### src/rtl/mem_dump_sequencer_pkg.sv
// Shared definitions for the memory-dump address sequencer.
// State encodings stay plain localparams so legacy mux logic can decode them directly.
package mem_dump_sequencer_pkg;

  typedef logic [1:0] state_t;

  localparam state_t ST_IDLE   = 2'd0;
  localparam state_t ST_MANUAL = 2'd1;
  localparam state_t ST_AUTO   = 2'd2;

  localparam int          DEF_ADDR_W   = 16;
  localparam logic [15:0] DEF_DUMP_LO  = 16'h0000;
  localparam logic [15:0] DEF_DUMP_HI  = 16'h00FF;
  localparam int          DEF_AUTO_DIV = 25_000_000;

endpackage

### src/rtl/mem_dump_sequencer_if.sv
// Bundle between the dump sequencer (master) and the dump/processor address mux (slave).
interface mem_dump_sequencer_if
  import mem_dump_sequencer_pkg::*;
#(
  parameter int ADDR_W = DEF_ADDR_W
);

  logic              enable;
  logic              step_in;
  logic              auto_mode;
  logic              dir;
  logic [ADDR_W-1:0] addr;
  logic              addr_valid;
  logic              rd_strobe;
  logic              wrap;
  logic              busy;

  modport master (
    input  enable, step_in, auto_mode, dir,
    output addr, addr_valid, rd_strobe, wrap, busy
  );

  modport slave (
    output enable, step_in, auto_mode, dir,
    input  addr, addr_valid, rd_strobe, wrap, busy
  );

endinterface

### src/rtl/mem_dump_sequencer_step_sync_edge.sv
// Three-flop synchronizer for an asynchronous level plus a one-cycle rising-edge pulse.
// Meant for any debounced front-panel button, not just the dump step key.
module step_sync_edge (
  input  logic clk,
  input  logic reset,
  input  logic din,
  output logic pulse
);

  logic s1_r;
  logic s2_r;
  logic s3_r;

  // Synchronizer chain; s3 only serves as the delayed copy for edge detection.
  always_ff @(posedge clk) begin
    if (!reset) begin
      s1_r <= 1'b0;
      s2_r <= 1'b0;
      s3_r <= 1'b0;
    end else begin
      s1_r <= din;
      s2_r <= s1_r;
      s3_r <= s2_r;
    end
  end

  assign pulse = s2_r & ~s3_r;

endmodule

### src/rtl/mem_dump_sequencer.sv
// Bounded dump-address sequencer: manual step or auto-run, up/down, wrapping inside
// [DUMP_LO, DUMP_HI], with a strobe whenever the address changes.
module mem_dump_sequencer
  import mem_dump_sequencer_pkg::*;
#(
  parameter int                ADDR_W   = DEF_ADDR_W,
  parameter logic [ADDR_W-1:0] DUMP_LO  = ADDR_W'(DEF_DUMP_LO),
  parameter logic [ADDR_W-1:0] DUMP_HI  = ADDR_W'(DEF_DUMP_HI),
  parameter int                AUTO_DIV = DEF_AUTO_DIV
) (
  input logic                  clk,
  input logic                  reset,
  mem_dump_sequencer_if.master bus
);

  localparam int                TICK_W    = (AUTO_DIV > 2) ? $clog2(AUTO_DIV) : 1;
  localparam logic [TICK_W-1:0] TICK_LAST = TICK_W'(AUTO_DIV - 1);

  state_t            state_r;
  state_t            state_nxt_s;
  logic [ADDR_W-1:0] addr_r;
  logic [ADDR_W-1:0] addr_nxt_s;
  logic [TICK_W-1:0] tick_r;
  logic [TICK_W-1:0] tick_nxt_s;
  logic              strobe_nxt_s;
  logic              wrap_nxt_s;
  logic              rd_strobe_r;
  logic              wrap_r;
  logic              valid_r;
  logic              busy_r;
  logic              step_evt_s;
  logic [ADDR_W:0]   adv_s;

  // Returns {wrapped, next_addr}; the window bounds replace any modular overflow.
  function automatic logic [ADDR_W:0] advance(input logic [ADDR_W-1:0] cur, input logic down);
    logic [ADDR_W:0] res;
    if (down) begin
      if (cur == DUMP_LO) res = {1'b1, DUMP_HI};
      else                res = {1'b0, cur - 1'b1};
    end else begin
      if (cur == DUMP_HI) res = {1'b1, DUMP_LO};
      else                res = {1'b0, cur + 1'b1};
    end
    return res;
  endfunction

  step_sync_edge u_step_sync (
    .clk   (clk),
    .reset (reset),
    .din   (bus.step_in),
    .pulse (step_evt_s)
  );

  assign adv_s = advance(addr_r, bus.dir);

  // Next-state logic; dropping enable outranks any step or tick in the same cycle.
  always_comb begin
    state_nxt_s  = state_r;
    addr_nxt_s   = addr_r;
    tick_nxt_s   = tick_r;
    strobe_nxt_s = 1'b0;
    wrap_nxt_s   = 1'b0;
    if (!bus.enable) begin
      state_nxt_s = ST_IDLE;
      addr_nxt_s  = DUMP_LO;
      tick_nxt_s  = '0;
    end else begin
      case (state_r)
        ST_IDLE: begin
          state_nxt_s  = bus.auto_mode ? ST_AUTO : ST_MANUAL;
          addr_nxt_s   = DUMP_LO;
          tick_nxt_s   = '0;
          strobe_nxt_s = 1'b1;
        end
        ST_MANUAL: begin
          if (bus.auto_mode) begin
            state_nxt_s = ST_AUTO;
            tick_nxt_s  = '0;
          end else if (step_evt_s) begin
            {wrap_nxt_s, addr_nxt_s} = adv_s;
            strobe_nxt_s             = 1'b1;
          end else begin
            state_nxt_s = ST_MANUAL;
          end
        end
        ST_AUTO: begin
          if (!bus.auto_mode) begin
            state_nxt_s = ST_MANUAL;
          end else if (tick_r == TICK_LAST) begin
            tick_nxt_s               = '0;
            {wrap_nxt_s, addr_nxt_s} = adv_s;
            strobe_nxt_s             = 1'b1;
          end else begin
            tick_nxt_s = tick_r + 1'b1;
          end
        end
        default: begin
          state_nxt_s = ST_IDLE;
          addr_nxt_s  = DUMP_LO;
          tick_nxt_s  = '0;
        end
      endcase
    end
  end

  // State, address and all outputs registered together so they change on the same edge.
  always_ff @(posedge clk) begin
    if (!reset) begin
      state_r     <= ST_IDLE;
      addr_r      <= DUMP_LO;
      tick_r      <= '0;
      rd_strobe_r <= 1'b0;
      wrap_r      <= 1'b0;
      valid_r     <= 1'b0;
      busy_r      <= 1'b0;
    end else begin
      state_r     <= state_nxt_s;
      addr_r      <= addr_nxt_s;
      tick_r      <= tick_nxt_s;
      rd_strobe_r <= strobe_nxt_s;
      wrap_r      <= wrap_nxt_s;
      valid_r     <= (state_nxt_s != ST_IDLE);
      busy_r      <= (state_nxt_s == ST_AUTO);
    end
  end

  assign bus.addr       = addr_r;
  assign bus.addr_valid = valid_r;
  assign bus.rd_strobe  = rd_strobe_r;
  assign bus.wrap       = wrap_r;
  assign bus.busy       = busy_r;

endmodule

### src/flat_wrapper.sv
// flat-port wrapper written by rule: the top's interface ports become plain ports
module mem_dump_sequencer_flat import mem_dump_sequencer_pkg::*;
#(
  parameter int                ADDR_W   = DEF_ADDR_W,
  parameter logic [ADDR_W-1:0] DUMP_LO  = ADDR_W'(DEF_DUMP_LO),
  parameter logic [ADDR_W-1:0] DUMP_HI  = ADDR_W'(DEF_DUMP_HI),
  parameter int                AUTO_DIV = DEF_AUTO_DIV
)
  (clk, reset, bus_enable, bus_step_in, bus_auto_mode, bus_dir, bus_addr, bus_addr_valid, bus_rd_strobe, bus_wrap, bus_busy);
  mem_dump_sequencer_if #(.ADDR_W(ADDR_W)) bus_i ();
  input logic clk;
  input logic reset;
  input wire logic [$bits(bus_i.enable)-1:0] bus_enable;
  input wire logic [$bits(bus_i.step_in)-1:0] bus_step_in;
  input wire logic [$bits(bus_i.auto_mode)-1:0] bus_auto_mode;
  input wire logic [$bits(bus_i.dir)-1:0] bus_dir;
  output wire logic [$bits(bus_i.addr)-1:0] bus_addr;
  output wire logic [$bits(bus_i.addr_valid)-1:0] bus_addr_valid;
  output wire logic [$bits(bus_i.rd_strobe)-1:0] bus_rd_strobe;
  output wire logic [$bits(bus_i.wrap)-1:0] bus_wrap;
  output wire logic [$bits(bus_i.busy)-1:0] bus_busy;
  assign bus_i.enable = bus_enable;
  assign bus_i.step_in = bus_step_in;
  assign bus_i.auto_mode = bus_auto_mode;
  assign bus_i.dir = bus_dir;
  assign bus_addr = bus_i.addr;
  assign bus_addr_valid = bus_i.addr_valid;
  assign bus_rd_strobe = bus_i.rd_strobe;
  assign bus_wrap = bus_i.wrap;
  assign bus_busy = bus_i.busy;
  mem_dump_sequencer #(.ADDR_W(ADDR_W), .DUMP_LO(DUMP_LO), .DUMP_HI(DUMP_HI), .AUTO_DIV(AUTO_DIV)) u_core (.clk(clk), .reset(reset), .bus(bus_i));
endmodule
### config.mk
export PLATFORM = sky130hd
export DESIGN_NAME = mem_dump_sequencer_flat
export DESIGN_NICKNAME = d
export VERILOG_FILES = /design/src/rtl/mem_dump_sequencer_pkg.sv /design/src/rtl/mem_dump_sequencer_if.sv /design/src/rtl/mem_dump_sequencer_step_sync_edge.sv /design/src/rtl/mem_dump_sequencer.sv /design/src/flat_wrapper.sv
export SDC_FILE = /design/constraint.sdc
export NUM_CORES = 1
export LEC_CHECK = 0
export ABC_AREA = 1
export CAP_MARGIN = 40
export CORE_ASPECT_RATIO = 1.5
export CORE_MARGIN = 2
export CORE_UTILIZATION = 53
export DETAILED_ROUTE_END_ITERATION = 10
export PLACE_DENSITY = 0.76
export SLEW_MARGIN = 20
export SYNTH_ARGS = -nofsm -noshare
export SYNTH_HDL_FRONTEND = slang
export SYNTH_SLANG_ARGS = --single-unit
### constraint.sdc
create_clock -name clk -period 1.8 [get_ports clk]
set_clock_uncertainty 0.2 [all_clocks]
set_input_delay 0.18 -clock clk [delete_from_list [all_inputs] [get_ports clk]]
set_output_delay 0.18 -clock clk [all_outputs]
set_load 0.02 [all_outputs]
==> results of run 1 <==
==> report_power, final <==
group | internal (W) | switching, W | total, W
Sequential | 0.00112 | 0.0000161 | 0.00113
Combinational | 0.000195 | 0.000269 | 0.000464
Clock | 0.000310 | 0.000400 | 0.000710
==> cell type report <==
type | instances | area [µm²] | area share
multi-input combinational | 424 | 2290 | 0.494
clock buffer | 6 | 82.6 | 0.0178
clock inverter | 2 | 12.5 | 0.00270
timing repair buffer | 104 | 868 | 0.187
inverter | 65 | 259 | 0.0559
tap | 74 | 92.6 | 0.0200
sequential | 50 | 1030 | 0.222
==> registers in the layout, summed over array words and instances (netlist names) <==
register                 flops
u_core.u_step_sync.s3_r      1
u_core.u_step_sync.s1_r      1
u_core.bus.wrap              1
u_core.bus.addr             16
u_core.bus.rd_strobe         1
u_core.u_step_sync.s2_r      1
u_core.bus.busy              1
u_core.state_r               2
u_core.bus.addr_valid        1
u_core.tick_r               25
==> worst max-delay path, cell delays in order (launching register included) <==
cell and delay [ns]:
dfxtp_4 0.40, inv_4 0.04, ha_4 0.17, o21ai_4 0.23
inv_4 0.09, nor3_4 0.20, nand3b_1 0.14, xor2_1 0.19
nor2_1 0.06
==> what timing repair did <==
item | in CTS | in global routing
endpoints found under the setup margin | 52 | 47
pin swaps | 19 | 16
buffers inserted | 8 | 7
resized for setup | 52 | 41
hold endpoints to repair | 0 | 0
==> metal layers <==
| metal | routed length (µm) | up-vias | global-route usage |
|---|---|---|---|
| li1 | - | 1939 | - |
| met1 | 3610 | 1770 | 0.275 |
| met2 | 5410 | 119 | 0.563 |
| met3 | 327 | 37 | 0.0325 |
| met4 | 375 | 0 | 0.152 |
| met5 | 0 | - | 0 |
==> cell usage in the layout (no fill, tap or decap), types with 11 or more instances in the layout <==
master	count
clkdlybuf4s50_1	11
a21oi_1	16
nand3_1	44
nand2_1	149
nand2_2	14
buf_4	74
nor2_2	12
xor2_1	12
nor2_1	91
dfxtp_1	36
inv_1	53
==> synth_stat cells (all sizes together) (4+ instances only) <==
library cell	number	area share
inv	65	0.072
a21oi	18	0.027
nor2	114	0.14
nor3	13	0.029
nand2	166	0.19
nand4	11	0.022
nor3b	4	0.0089
dfxtp	50	0.30
ha	7	0.026
nand3	49	0.076
buf	9	0.017
xor2	12	0.031
o21ai	15	0.025
==> worst min-delay path by stage <==
| stage | from | endpoint | slack (ns) |
|---|---|---|---|
| after detailed placement | u_core.u_step_sync.s1_r | u_core.u_step_sync.s2_r | 0.21 |
| final | bus_step_in | u_core.u_step_sync.s1_r | 0.20 |
| after floorplan | reset | u_core.u_step_sync.s1_r | 0.07 |
| after CTS | bus_step_in | u_core.u_step_sync.s1_r | 0.21 |
| after global placement | u_core.u_step_sync.s1_r | u_core.u_step_sync.s2_r | 0.21 |
| after global routing | bus_step_in | u_core.u_step_sync.s1_r | 0.21 |
==> logic make-up after synthesis <==
group,share of synthesized area
XOR/XNOR,0.0362
AO/OA/AOI/OAI,0.0650
adder cells (fa/ha/maj),0.0258
AND/OR/NAND/NOR,0.486
buffers and inverters,0.0912
flip-flops,0.295
==> through the flow <==
step / total power, W / setup WS (ns)
2_1_floorplan: 0.00140 / -0.0187
3_3_place_gp: 0.00155 / -0.180
3_5_place_dp: 0.00156 / -0.185
4_1_cts: 0.00228 / -0.0565
5_1_grt: 0.00240 / -0.130
6_report: 0.00231 / -0.0292
==> key figures, run 1 <==
Timing
  • Slack of the critical path: -0.0292 ns
  • Pins Over Slew Limit: 0
  • Slew HR: 0.617
  • Worst Tran Pin Value: 0.569 ns
  • Worst hold margin: 0.204 ns
  • Sum Neg Setup Slack: -0.0972 ns
  • Fmax: 547 MHz
  • RSZ-0062 raised after global routing: true
  • Ratio of final minimum period to clock period: 1.02
  • Final setup violation count: 10
  • Fin. Hold Viols: 0
  • Final min period: 1.83 ns

Die
  • Core area: 6170 µm²
  • Die area: 7060 µm²
  • Initial core utilization: 0.549
  • # IOs: 26
  • Die height: 102 µm
  • Rows: 35
  • Die width: 69.3 µm

Global routing
  • Initial antenna violation count: 0
  • Largest net degree at the start of global routing: 19
  • Global-route wire length before repair: 16.3 mm
  • Vias in the first global route: 3944
  • GR Overflow Total: 0
  • Tot GR Track Use: 0.280

Setup path
  • Worst reg2reg endpoint: u_core.tick_r[21]
  • Reg2reg start: u_core.state_r[0]
  • Worst-path fanout max: 6
  • CP Launch Type: register
  • Cells on worst reg2reg path: 8
  • Worst Setup SP: u_core.state_r[0]
  • Setup CP Type: reg -> reg
  • Setup slack, reg-to-reg: -0.03 ns
  • CP endpoint kind: register
  • CP Data Required Time: 1.80 ns
  • Crit path DAT: 1.83 ns
  • Critical path endpoint: u_core.tick_r[21]

Detailed routing
  • Vias: 3865
  • # DRC: 0
  • Routed WL: 9.73 mm
  • ANT nets after route: 0
  • Vias per cell: 5.33
  • Avg WL per Cell: 13.4 µm
  • DRT Pass-1 Iters: 5
  • Initial DRC count: 140

Synthesis
  • #FFs+latches synth: 50
  • Mapped Nets: 563
  • Post-synthesis area per instance: 6.16 µm²
  • Synth cell types: 40
  • Yosys synthesis warning count: 0
  • Number of synthesized flops with an enable pin: 0
  • FFs w/ async S/R, synth: 0
  • Post-synthesis sequential area ratio: 0.295
  • Cells after synthesis: 550
  • Synth Cell Area: 3390 µm²
  • Ys flop type: dfxtp_1

Clock network
  • # H-tree levels: 2
  • Clock latency on the worst-skew pair: 0.31 ns
  • Root buffer cell: clkbuf_8
  • Number of CTS-inserted buffers: 5
  • CTS Hold Bufs: 0
  • Worst-path clk slew: 0.10 ns
  • Max clock buf depth: 2
  • Clk sinks: 50
  • CTS tree: done

Place
  • GP Congestion: 0.896
  • Dpl cells: 702
  • Placed cell area: 4180 µm²
  • IO Port Bufs: 25
  • HPWL Detailed: 7.16 mm

Power
  • Lkg Pwr: 2.14 nW
  • Peak VDD IR: 0.349 mV
  • Power density over cell area: 498 nW/µm²

Final layout
  • Share of layout cells above drive strength 1: 0.275
  • Fill cells: 489
  • Post-layout instance area: 4630 µm²
  • Nets: 663
  • Fin util: 0.750
  • Ant diodes: 0
  • Final Non-Filler Cells: 725
  • Area grow syn2layout: 36.7%

Min path
  • Hold WC Path Type: in -> reg
  • Worst Hold Path Cells: 3

Flow run
  • Max cap viols: 0

Outcome
  • Failing checks: negative setup slack
  • Status: finished, violations left
Power figures use the tool's default switching activity.
==> inputs of run 2 (changes only) <==
Settings changed: CORE_MARGIN 2 to 5.
==> run 2 against run 1 <==
  * The run still ends with negative setup slack left
  * Core utilization up 2.6 points
  * Clock power shrank 4.5%
  * Non-clock buffer count decreased by 4
  * Sequential share of layout area shrank 0.57 points
  * Power up 0.38%
  * Global-route usage down 2.9 points
  * Wire length grew 6.6%
  * Combinational power rose by 9.1%
  * Critical path depth up 1
  * Sequential power about the same
  * Final area increased by 3.4%
  * Critical path type unchanged
==> key figures, run 2 (same netlist as run 1, synthesis figures left out) <==
Outcome
  • Status: finished, violations left
  • Failing checks: negative setup slack

Clock network
  • Number of CTS-inserted buffers: 5
  • CTS tree: done
  • Clk sinks: 50
  • Root buffer cell: clkbuf_8
  • Worst-path clk slew: 0.10 ns
  • Max clock buf depth: 2
  • # H-tree levels: 2
  • Clock latency on the worst-skew pair: 0.30 ns

Timing
  • RSZ-0062 raised after global routing: true
  • Worst hold margin: 0.207 ns
  • Fin. Hold Viols: 0
  • Final setup violation count: 31
  • Slack of the critical path: -0.104 ns
  • Pins Over Slew Limit: 0
  • Final min period: 1.90 ns
  • Ratio of final minimum period to clock period: 1.06
  • Slew HR: 0.605
  • Worst Tran Pin Value: 0.587 ns
  • Fmax: 525 MHz

Min path
  • Hold WC Path Type: in -> reg
  • HP Start: bus_step_in
  • WHS Endpoint: u_core.u_step_sync.s1_r
  • Worst Hold Path Cells: 3

Final layout
  • Share of layout cells above drive strength 1: 0.309
  • Max reg flops: 25
  • Fill cells: 437
  • Nets: 659
  • Most frequent cells in the layout: nand2_1, nor2_1, buf_4
  • Area grow syn2layout: 41.4%
  • FF/Latch Area: 1040 µm²
  • Ant diodes: 0
  • Multi-input logic area: 2430 µm²
  • Largest register by flop count: u_core.tick_r
  • Post-layout instance area: 4790 µm²
  • Commonest non-fill, non-tap cell in the layout: nand2_1

Global routing
  • Initial antenna violation count: 0
  • Largest net degree at the start of global routing: 19
  • Global-route wire length before repair: 16.2 mm
  • Tot GR Track Use: 0.250
  • Vias in the first global route: 3927
  • GR Overflow Total: 0

Detailed routing
  • ANT nets after route: 0
  • Vias: 3934
  • Vias per cell: 5.46
  • Routed WL: 10.4 mm
  • DRT Pass-1 Iters: 5
  • Avg WL per Cell: 14.4 µm
  • # DRC: 0
  • Initial DRC count: 266

Die
  • Rows: 35
  • # IOs: 26
  • Die area: 8130 µm²
  • Initial core utilization: 0.549
  • Die height: 108 µm
  • Die width: 75.3 µm
  • Core area: 6170 µm²

Setup path
  • Cells on worst reg2reg path: 9
  • CP Data Required Time: 1.84 ns
  • CP endpoint kind: register
  • Worst reg2reg endpoint: u_core.bus.addr[15]
  • Reg2reg start: u_core.state_r[1]
  • Crit path DAT: 1.94 ns
  • Setup slack, reg-to-reg: -0.10 ns
  • CP Launch Type: register
  • Setup CP Type: reg -> reg
  • Worst-path fanout max: 8

Place
  • GP Congestion: 0.932
  • Placed cell area: 4180 µm²
  • HPWL Detailed: 7.17 mm
  • IO Port Bufs: 25

Power
  • Power density over cell area: 484 nW/µm²
  • Lkg Pwr: 2.20 nW
  • Peak VDD IR: 0.320 mV

Flow run
  • Max cap viols: 0
[run 2: changes by cell type in the layout (fill, tap and decap cells not counted), sizes merged]
cell	change
buf	-5
bufbuf	+1
clkdlybuf4s50	-2
clkinv	+1
clkinvlp	-1
dlygate4sd2	+1
dlymetal6s2s	+1
[run 2: routing by layer]
metal	wire, µm	GRT usage	part of all wire	vias up
met2	5760	0.473	0.56	135
met3	495	0.0280	0.048	54
met1	3560	0.248	0.34	1819
met4	549	0.146	0.053	0
met5	0	0	0	-
li1	-	-	-	1926
[run 2: timing repair]
| action | CTS | global route |
|---|---|---|
| hold buffers | 0 | 0 |
| gates cloned | 1 | 0 |
| pin swaps | 14 | 27 |
| buffers inserted | 6 | 5 |
| setup endpoints to repair | 51 | 48 |
| resized for setup | 48 | 89 |
[run 2: worst max path at each step]
| stage | start | end | slack (ns) | depth (start not counted) |
|---|---|---|---|---|
| CTS | u_core.state_r[1] | u_core.tick_r[22] | -0.06 | 9 |
| global placement | bus_auto_mode | u_core.tick_r[21] | -0.14 | 8 |
| detailed placement | u_core.state_r[1] | u_core.tick_r[21] | -0.22 | 8 |
| floorplan | u_core.state_r[1] | u_core.tick_r[11] | -0.02 | 10 |
| global route | u_core.state_r[1] | u_core.bus.addr[7] | -0.19 | 9 |
| finish | u_core.state_r[1] | u_core.bus.addr[15] | -0.10 | 9 |
[run 2: area by class of cell]
type                       instances  share of cell area
inverter                          65              0.0551
clock buffer                       6              0.0151
tap                               74              0.0193
multi-input combinational        424               0.507
timing repair buffer             100               0.185
clock inverter                     2             0.00287
sequential                        50               0.216
[run 2: critical path, cell delays in order, from the launching register on]
cell     delay [ns]
dfxtp_4        0.41
inv_4          0.05
ha_4           0.16
buf_4          0.14
a22oi_1        0.19
buf_4          0.19
nand2_8        0.07
nor2_8         0.21
nand2_1        0.09
a21oi_2        0.12
[run 2: per-stage QoR]
step / util / TNS (ns) / setup slack, ns / total power [W] / instances
detailed placement: 0.678 / -3.37 / -0.217 / 0.00157 / 702
finish: 0.776 / -1.49 / -0.104 / 0.00232 / 721
floorplan: - / -0.0187 / -0.0187 / 0.00140 / 550
global placement: 0.678 / -2.27 / -0.143 / 0.00156 / 702
CTS: 0.721 / -0.119 / -0.0642 / 0.00224 / 716
global route: 0.776 / -4.73 / -0.189 / 0.00244 / 721
[run 2: where the power goes]
| part | total (W) | internal (W) | switching [W] |
|---|---|---|---|
| clock network | 0.000678 | 0.000276 | 0.000402 |
| logic | 0.000506 | 0.000216 | 0.000290 |
| registers | 0.00113 | 0.00112 | 0.0000174 |
